===== src/rtl/fb_write_arbiter.sv =====
`default_nettype none
// ============================================================================
// Module      : fb_write_arbiter
// Description : Owns the single frame-buffer write port. Grants it either to
//               the full-screen clear engine or, round-robin, to one of two
//               bike-trail requesters. Pixel coordinates are converted into
//               packed word addresses (4 bpp, two pixels per 16-bit word) and
//               trail colors are replicated into both pixel slots of the word.
// Revision    : 1.0 - initial release
// ============================================================================
module fb_write_arbiter #(
    parameter logic [3:0] CLEAR_COLOR = 4'h0
) (
    input  logic        Clk,
    input  logic        Reset,
    input  logic        clear_start,
    output logic        clear_busy,
    input  logic        p0_req,
    input  logic [9:0]  p0_x,
    input  logic [9:0]  p0_y,
    input  logic [3:0]  p0_color,
    output logic        p0_ack,
    input  logic        p1_req,
    input  logic [9:0]  p1_x,
    input  logic [9:0]  p1_y,
    input  logic [3:0]  p1_color,
    output logic        p1_ack,
    output logic        fb_we,
    output logic [18:0] fb_addr,
    output logic [15:0] fb_data
);

    // Controller states
    localparam logic [0:0]  c_ST_IDLE    = 1'b0;
    localparam logic [0:0]  c_ST_CLEAR   = 1'b1;

    // Geometry: 640x480 pixels, 320 words per line, 153600 words total
    localparam logic [17:0] c_LAST_WORD  = 18'd153599;
    localparam logic [9:0]  c_X_LIMIT    = 10'd640;
    localparam logic [9:0]  c_Y_LIMIT    = 10'd480;

    // Word written to every location during a clear
    localparam logic [15:0] c_CLEAR_WORD = {4'h0, CLEAR_COLOR, 4'h0, CLEAR_COLOR};

    logic [0:0]  r_state;
    // Address of the NEXT clear write; the entry cycle itself writes word 0.
    logic [17:0] r_clear_cnt;
    // Last requester granted: 0 = player 0, 1 = player 1
    logic        r_last_grant;

    logic        w_p0_elig;
    logic        w_p1_elig;
    logic        w_grant_p0;
    logic        w_grant_p1;
    logic [18:0] w_p0_addr;
    logic [18:0] w_p1_addr;
    logic        w_p0_in_range;
    logic        w_p1_in_range;
    logic [18:0] w_sel_addr;
    logic [15:0] w_sel_data;
    logic        w_sel_in_range;

    // Word address = y*320 + x/2, built from shifts so no multiplier is needed
    function automatic logic [18:0] f_word_addr(input logic [9:0] x, input logic [9:0] y);
        logic [18:0] y_ext;
        y_ext = {9'd0, y};
        return (y_ext << 8) + (y_ext << 6) + {10'd0, x[9:1]};
    endfunction

    // Trail writes paint both pixels of the word with the same color
    function automatic logic [15:0] f_trail_word(input logic [3:0] color);
        return {4'h0, color, 4'h0, color};
    endfunction

    assign w_p0_addr     = f_word_addr(p0_x, p0_y);
    assign w_p1_addr     = f_word_addr(p1_x, p1_y);
    assign w_p0_in_range = (p0_x < c_X_LIMIT) && (p0_y < c_Y_LIMIT);
    assign w_p1_in_range = (p1_x < c_X_LIMIT) && (p1_y < c_Y_LIMIT);

    // A request still visible in its own ack cycle must not be served twice,
    // so a requester with its ack register set sits out one cycle.
    assign w_p0_elig  = p0_req && !p0_ack;
    assign w_p1_elig  = p1_req && !p1_ack;

    // Round-robin: on a tie the requester that was not granted last wins
    assign w_grant_p0 = w_p0_elig && (!w_p1_elig ||  r_last_grant);
    assign w_grant_p1 = w_p1_elig && (!w_p0_elig || !r_last_grant);

    // Fields of whichever requester is granted this cycle
    assign w_sel_addr     = w_grant_p1 ? w_p1_addr     : w_p0_addr;
    assign w_sel_data     = w_grant_p1 ? f_trail_word(p1_color) : f_trail_word(p0_color);
    assign w_sel_in_range = w_grant_p1 ? w_p1_in_range : w_p0_in_range;

    // Controller: clear sequencing, bike arbitration and registered write port
    always_ff @(posedge Clk) begin
        if (!Reset) begin
            r_state      <= c_ST_IDLE;
            r_clear_cnt  <= 18'd0;
            r_last_grant <= 1'b1;
            clear_busy   <= 1'b0;
            p0_ack       <= 1'b0;
            p1_ack       <= 1'b0;
            fb_we        <= 1'b0;
            fb_addr      <= 19'd0;
            fb_data      <= 16'd0;
        end else begin
            // Strobes default low; they are single-cycle pulses
            fb_we  <= 1'b0;
            p0_ack <= 1'b0;
            p1_ack <= 1'b0;

            case (r_state)
                c_ST_IDLE: begin
                    if (clear_start) begin
                        // Clear beats any pending bike request; word 0 goes
                        // out immediately so the clear starts without a bubble.
                        r_state     <= c_ST_CLEAR;
                        clear_busy  <= 1'b1;
                        fb_we       <= 1'b1;
                        fb_addr     <= 19'd0;
                        fb_data     <= c_CLEAR_WORD;
                        r_clear_cnt <= 18'd1;
                    end else begin
                        clear_busy <= 1'b0;
                        if (w_grant_p0 || w_grant_p1) begin
                            p0_ack       <= w_grant_p0;
                            p1_ack       <= w_grant_p1;
                            r_last_grant <= w_grant_p1;
                            // Off-screen requests are consumed but not written
                            if (w_sel_in_range) begin
                                fb_we   <= 1'b1;
                                fb_addr <= w_sel_addr;
                                fb_data <= w_sel_data;
                            end
                        end
                    end
                end

                c_ST_CLEAR: begin
                    // One word per cycle; bike requests wait unacknowledged
                    fb_we       <= 1'b1;
                    fb_addr     <= {1'b0, r_clear_cnt};
                    fb_data     <= c_CLEAR_WORD;
                    r_clear_cnt <= r_clear_cnt + 18'd1;
                    if (r_clear_cnt == c_LAST_WORD) begin
                        // clear_busy drops on the next edge, together with
                        // the first possible bike grant.
                        r_state     <= c_ST_IDLE;
                        r_clear_cnt <= 18'd0;
                    end
                end

                default: begin
                    r_state <= c_ST_IDLE;
                end
            endcase
        end
    end

endmodule
`default_nettype wire

===== config.mk =====
export PLATFORM = sky130hd
export DESIGN_NAME = fb_write_arbiter
export DESIGN_NICKNAME = d
export VERILOG_FILES = /design/src/rtl/fb_write_arbiter.sv
export SDC_FILE = /design/constraint.sdc
export NUM_CORES = 1
export LEC_CHECK = 0
export BUFFER_PORTS_ARGS = -buffer_cell sky130_fd_sc_hd__buf_4
export CAP_MARGIN = 30
export CELL_PAD_IN_SITES_DETAIL_PLACEMENT = 0
export CELL_PAD_IN_SITES_GLOBAL_PLACEMENT = 2
export CORE_MARGIN = 2
export CORE_UTILIZATION = 33
export CTS_CLUSTER_SIZE = 8
export DETAILED_ROUTE_END_ITERATION = 10
export GPL_TIMING_DRIVEN = 0
export PLACE_DENSITY_LB_ADDON = 0.1
export SYNTH_ARGS = -nofsm -noshare
export SYNTH_HDL_FRONTEND = slang
export SYNTH_SLANG_ARGS = --single-unit

===== constraint.sdc =====
create_clock -name Clk -period 7.4 [get_ports Clk]
set_clock_uncertainty 0.2 [all_clocks]
set_input_delay 0.74 -clock Clk [delete_from_list [all_inputs] [get_ports Clk]]
set_output_delay 0.74 -clock Clk [all_outputs]
set_load 0.01 [all_outputs]

==> reports/results.tsv <==
metric	value	unit
status	finished, final reports clean	
NumNets Final	643	
Initial Util	34.07	%
Cell Rows	37	
HPWL after DPL	8399	µm
area growth from synthesis to layout	25.99	%
first-pass GRT wire length	16790	µm
Post-synth EDFFs	0	
Post-DRT Antenna Nets	0	
antenna violations before repair	0	
worst reg-to-reg path cell count	9	
main combinational cell family by area after synthesis	compound AO/OA/AOI/OAI gates	
final setup fails	0	
Final Hold Viols	0	
Clock Path Buffers	2	
global route overflow	0	
slowest CP cell	fa_1	
Hold Crit Depth	2	
yosys warns	0	
vias per cell	4.984	
sequential share of the synthesized area	26.63	%
Worst VDD drop	0.0001015	V
Die ar.	11550	µm²
Final GP Congestion	0.7830	
H-Tree Depth	2	
Critical Path AT	3.28	ns
Hold Buf Count CTS	0	
Final Hold Slack	0.2346	ns
router iterations before antenna repair	4	
Critical Path Sink Type	flop	
post-synthesis mux area share	0.5666	%
final worst-path cycle share	44.42	%
TritonCTS clock tree	built	
setup tns final	0	ns
DRC	0	
Simple-Gate Fraction of Synth Area	19.65	%
core area	10370	µm²
Buffers on Ports	80	
Reg area	940.9	µm²
FMAX	304.3	MHz
die height	107.5	µm
Mean Syn Cell Area	7.800	µm²
# clock sinks	47	
Netlist Area Pre-Place	3533	µm²
worst endpoint required time	7.39	ns
worst path cell trace	buf_4 -> inv_1 -> fa_1 -> inv_1 -> ha_1 -> a211oi_1 -> o21ai_0 -> a21oi_1 -> xor2_1 -> nor2_1 -> a221oi_1 -> a21oi_1	
Synth Area in Adders	16.08	%
vias in the first global route	3309	
post-synthesis compound-gate area fraction	25.42	%
post-CTS sizing	0	
number of post-CTS setup repair buffers	0	
I/O pins	92	
Root Driver	clkbuf_8	
total power	0.7165	mW
Die Wd	107.5	µm
ys async rst share	0	%
RSZ-0062 raised after global routing	false	
multi-input logic area	2377	µm²
worst-margin pin slew	0.6952	ns
total CTS buffers	5	
Post-Synthesis Cells	453	
most common flop cell mapped by yosys	dfxtp_1	
post-synthesis xor/xnor area fraction	4.710	%
Ant. Diodes	0	
Final Max Slew Viols	0	
total track usage	18.43	%
WL final	10290	µm
CP Launch Type	input port	
Clock transition at path regs	0.10	ns
Yosys cell types	51	
power per cell area	160.9	nW/µm²
Max-Cap Viols	0	
Leakage	2.149	nW
share of layout cells above drive strength 1	20.80	%
via count	3409	
CP Max Fanout	3	
Max-Slew Margin vs Limit	53.48	%
synthesized flop and latch total	47	
largest net degree at the start of global routing	16	
worst hold-check path type	flop to flop	
Initial DRC Count	140	
fillers	1089	
WS Path Type	input port to flop	
Worst path max stage delay	0.59	ns
minimum clock period	3.287	ns
routed len/inst	15.05	µm
Clk Latency, worst-skew pair	0.31	ns
per-layer routing:
| metal | wire (µm) | share of wire [%] | up-vias | track usage (%) |
|---|---|---|---|---|
| met2 | 4477 | 44 | 71 | 29.20 |
| met3 | 483 | 4.7 | 7 | 2.542 |
| li1 | - | - | 1773 | - |
| met5 | 0 | 0 | - | 0 |
| met1 | 5272 | 51 | 1558 | 27.00 |
| met4 | 57 | 0.55 | 0 | 3.022 |
placed cells by master (no fill, tap or decap), types with 3 or more instances in the layout:
cell,netlist,final
a211oi_1,5,5
a21o_1,8,8
a21oi_1,33,33
a22oi_1,4,4
a311oi_1,4,4
a31oi_1,4,4
and3_1,6,6
buf_2,6,6
buf_4,13,93
clkbuf_1,11,11
clkbuf_8,0,6
conb_1,1,8
dfxtp_1,47,47
fa_1,4,4
ha_1,39,39
inv_1,18,18
nand2_1,73,73
nand2b_1,7,7
nand3_1,18,18
nor2_1,28,28
nor2b_1,3,3
o211a_1,10,10
o211ai_1,4,4
o21a_1,3,3
o21ai_0,41,41
o21ai_1,7,7
o31ai_1,3,3
xnor2_1,5,5
xor2_1,14,14
path summary, 6_finish.rpt:
path                                startpoint               to  slack, ns
worst max-delay path                   p1_x[9]      fb_addr[12]       4.11
worst max register to register  r_clear_cnt[0]  r_clear_cnt[14]       5.03
worst min register to register     fb_addr[18]      fb_addr[18]       0.23
worst min-delay path               fb_addr[18]      fb_addr[18]       0.23
layout make-up:
class / count / share of cell area [%]
tap: 136 / 3.822
clock inverter: 2 / 0.8713
multi-input combinational: 364 / 53.40
inverter: 18 / 1.518
buffer: 31 / 3.907
clock buffer: 6 / 1.855
sequential: 47 / 21.14
timing repair buffer: 80 / 13.49
critical path, delay by kind of cell:
| kind | cells | cell delay, ns |
|---|---|---|
| AOI/OAI and AO/OA | 5 | 1.21 |
| xor gates and xnor gates | 1 | 0.19 |
| adders and majority gates | 2 | 0.89 |
| buffers and inverters | 3 | 0.18 |
| and+or+nand+nor | 1 | 0.07 |
where the power goes:
| group | leakage, nW | total [mW] | switching [mW] | internal [mW] |
|---|---|---|---|---|
| Sequential | 0.384 | 0.273 | 0.00848 | 0.265 |
| Combinational | 1.70 | 0.236 | 0.130 | 0.106 |
| Clock | 0.0618 | 0.207 | 0.0960 | 0.111 |
state kept, by name (all words and copies together) (netlist names):
name,cells
clear_busy,1
fb_addr,19
fb_data,4
fb_we,1
p0_ack,1
p1_ack,1
r_clear_cnt,18
r_last_grant,1
r_state,1
cells in the mapped netlist (7+ instances only):
library cell,n,area [µm²]
nand2b_1,7,43.79
buf_4,13,97.59
dfxtp_1,47,940.9
a21o_1,8,60.06
xor2_1,14,122.6
nand3_1,18,90.09
nor2_1,28,105.1
ha_1,39,488.0
clkbuf_1,11,41.29
o21ai_1,7,35.03
inv_1,18,67.56
nand2_1,73,274.0
o211a_1,10,100.1
o21ai_0,41,205.2
a21oi_1,33,165.2
per-stage QoR:
step / worst slack [ns] / area (µm²) / std cells / utilization, %
after floorplan: 4.254 / 3560 / 460 / -
after global placement: 3.785 / 4330 / 676 / 41.76
after detailed placement: 3.798 / 4330 / 676 / 41.76
after CTS: 4.112 / 4452 / 684 / 42.93
after global routing: 3.938 / 4452 / 684 / 42.93
final: 4.113 / 4452 / 684 / 42.93
cell families after synthesis:
group	Yosys count
DFF	47
muxes	2
and+or+nand+nor	151
adders and majority gates	43
AOI/OAI and AO/OA	141
other	1
xor gates and xnor gates	19
buffers and inverters	49
No activity file was read; power rests on OpenSTA's default activity.
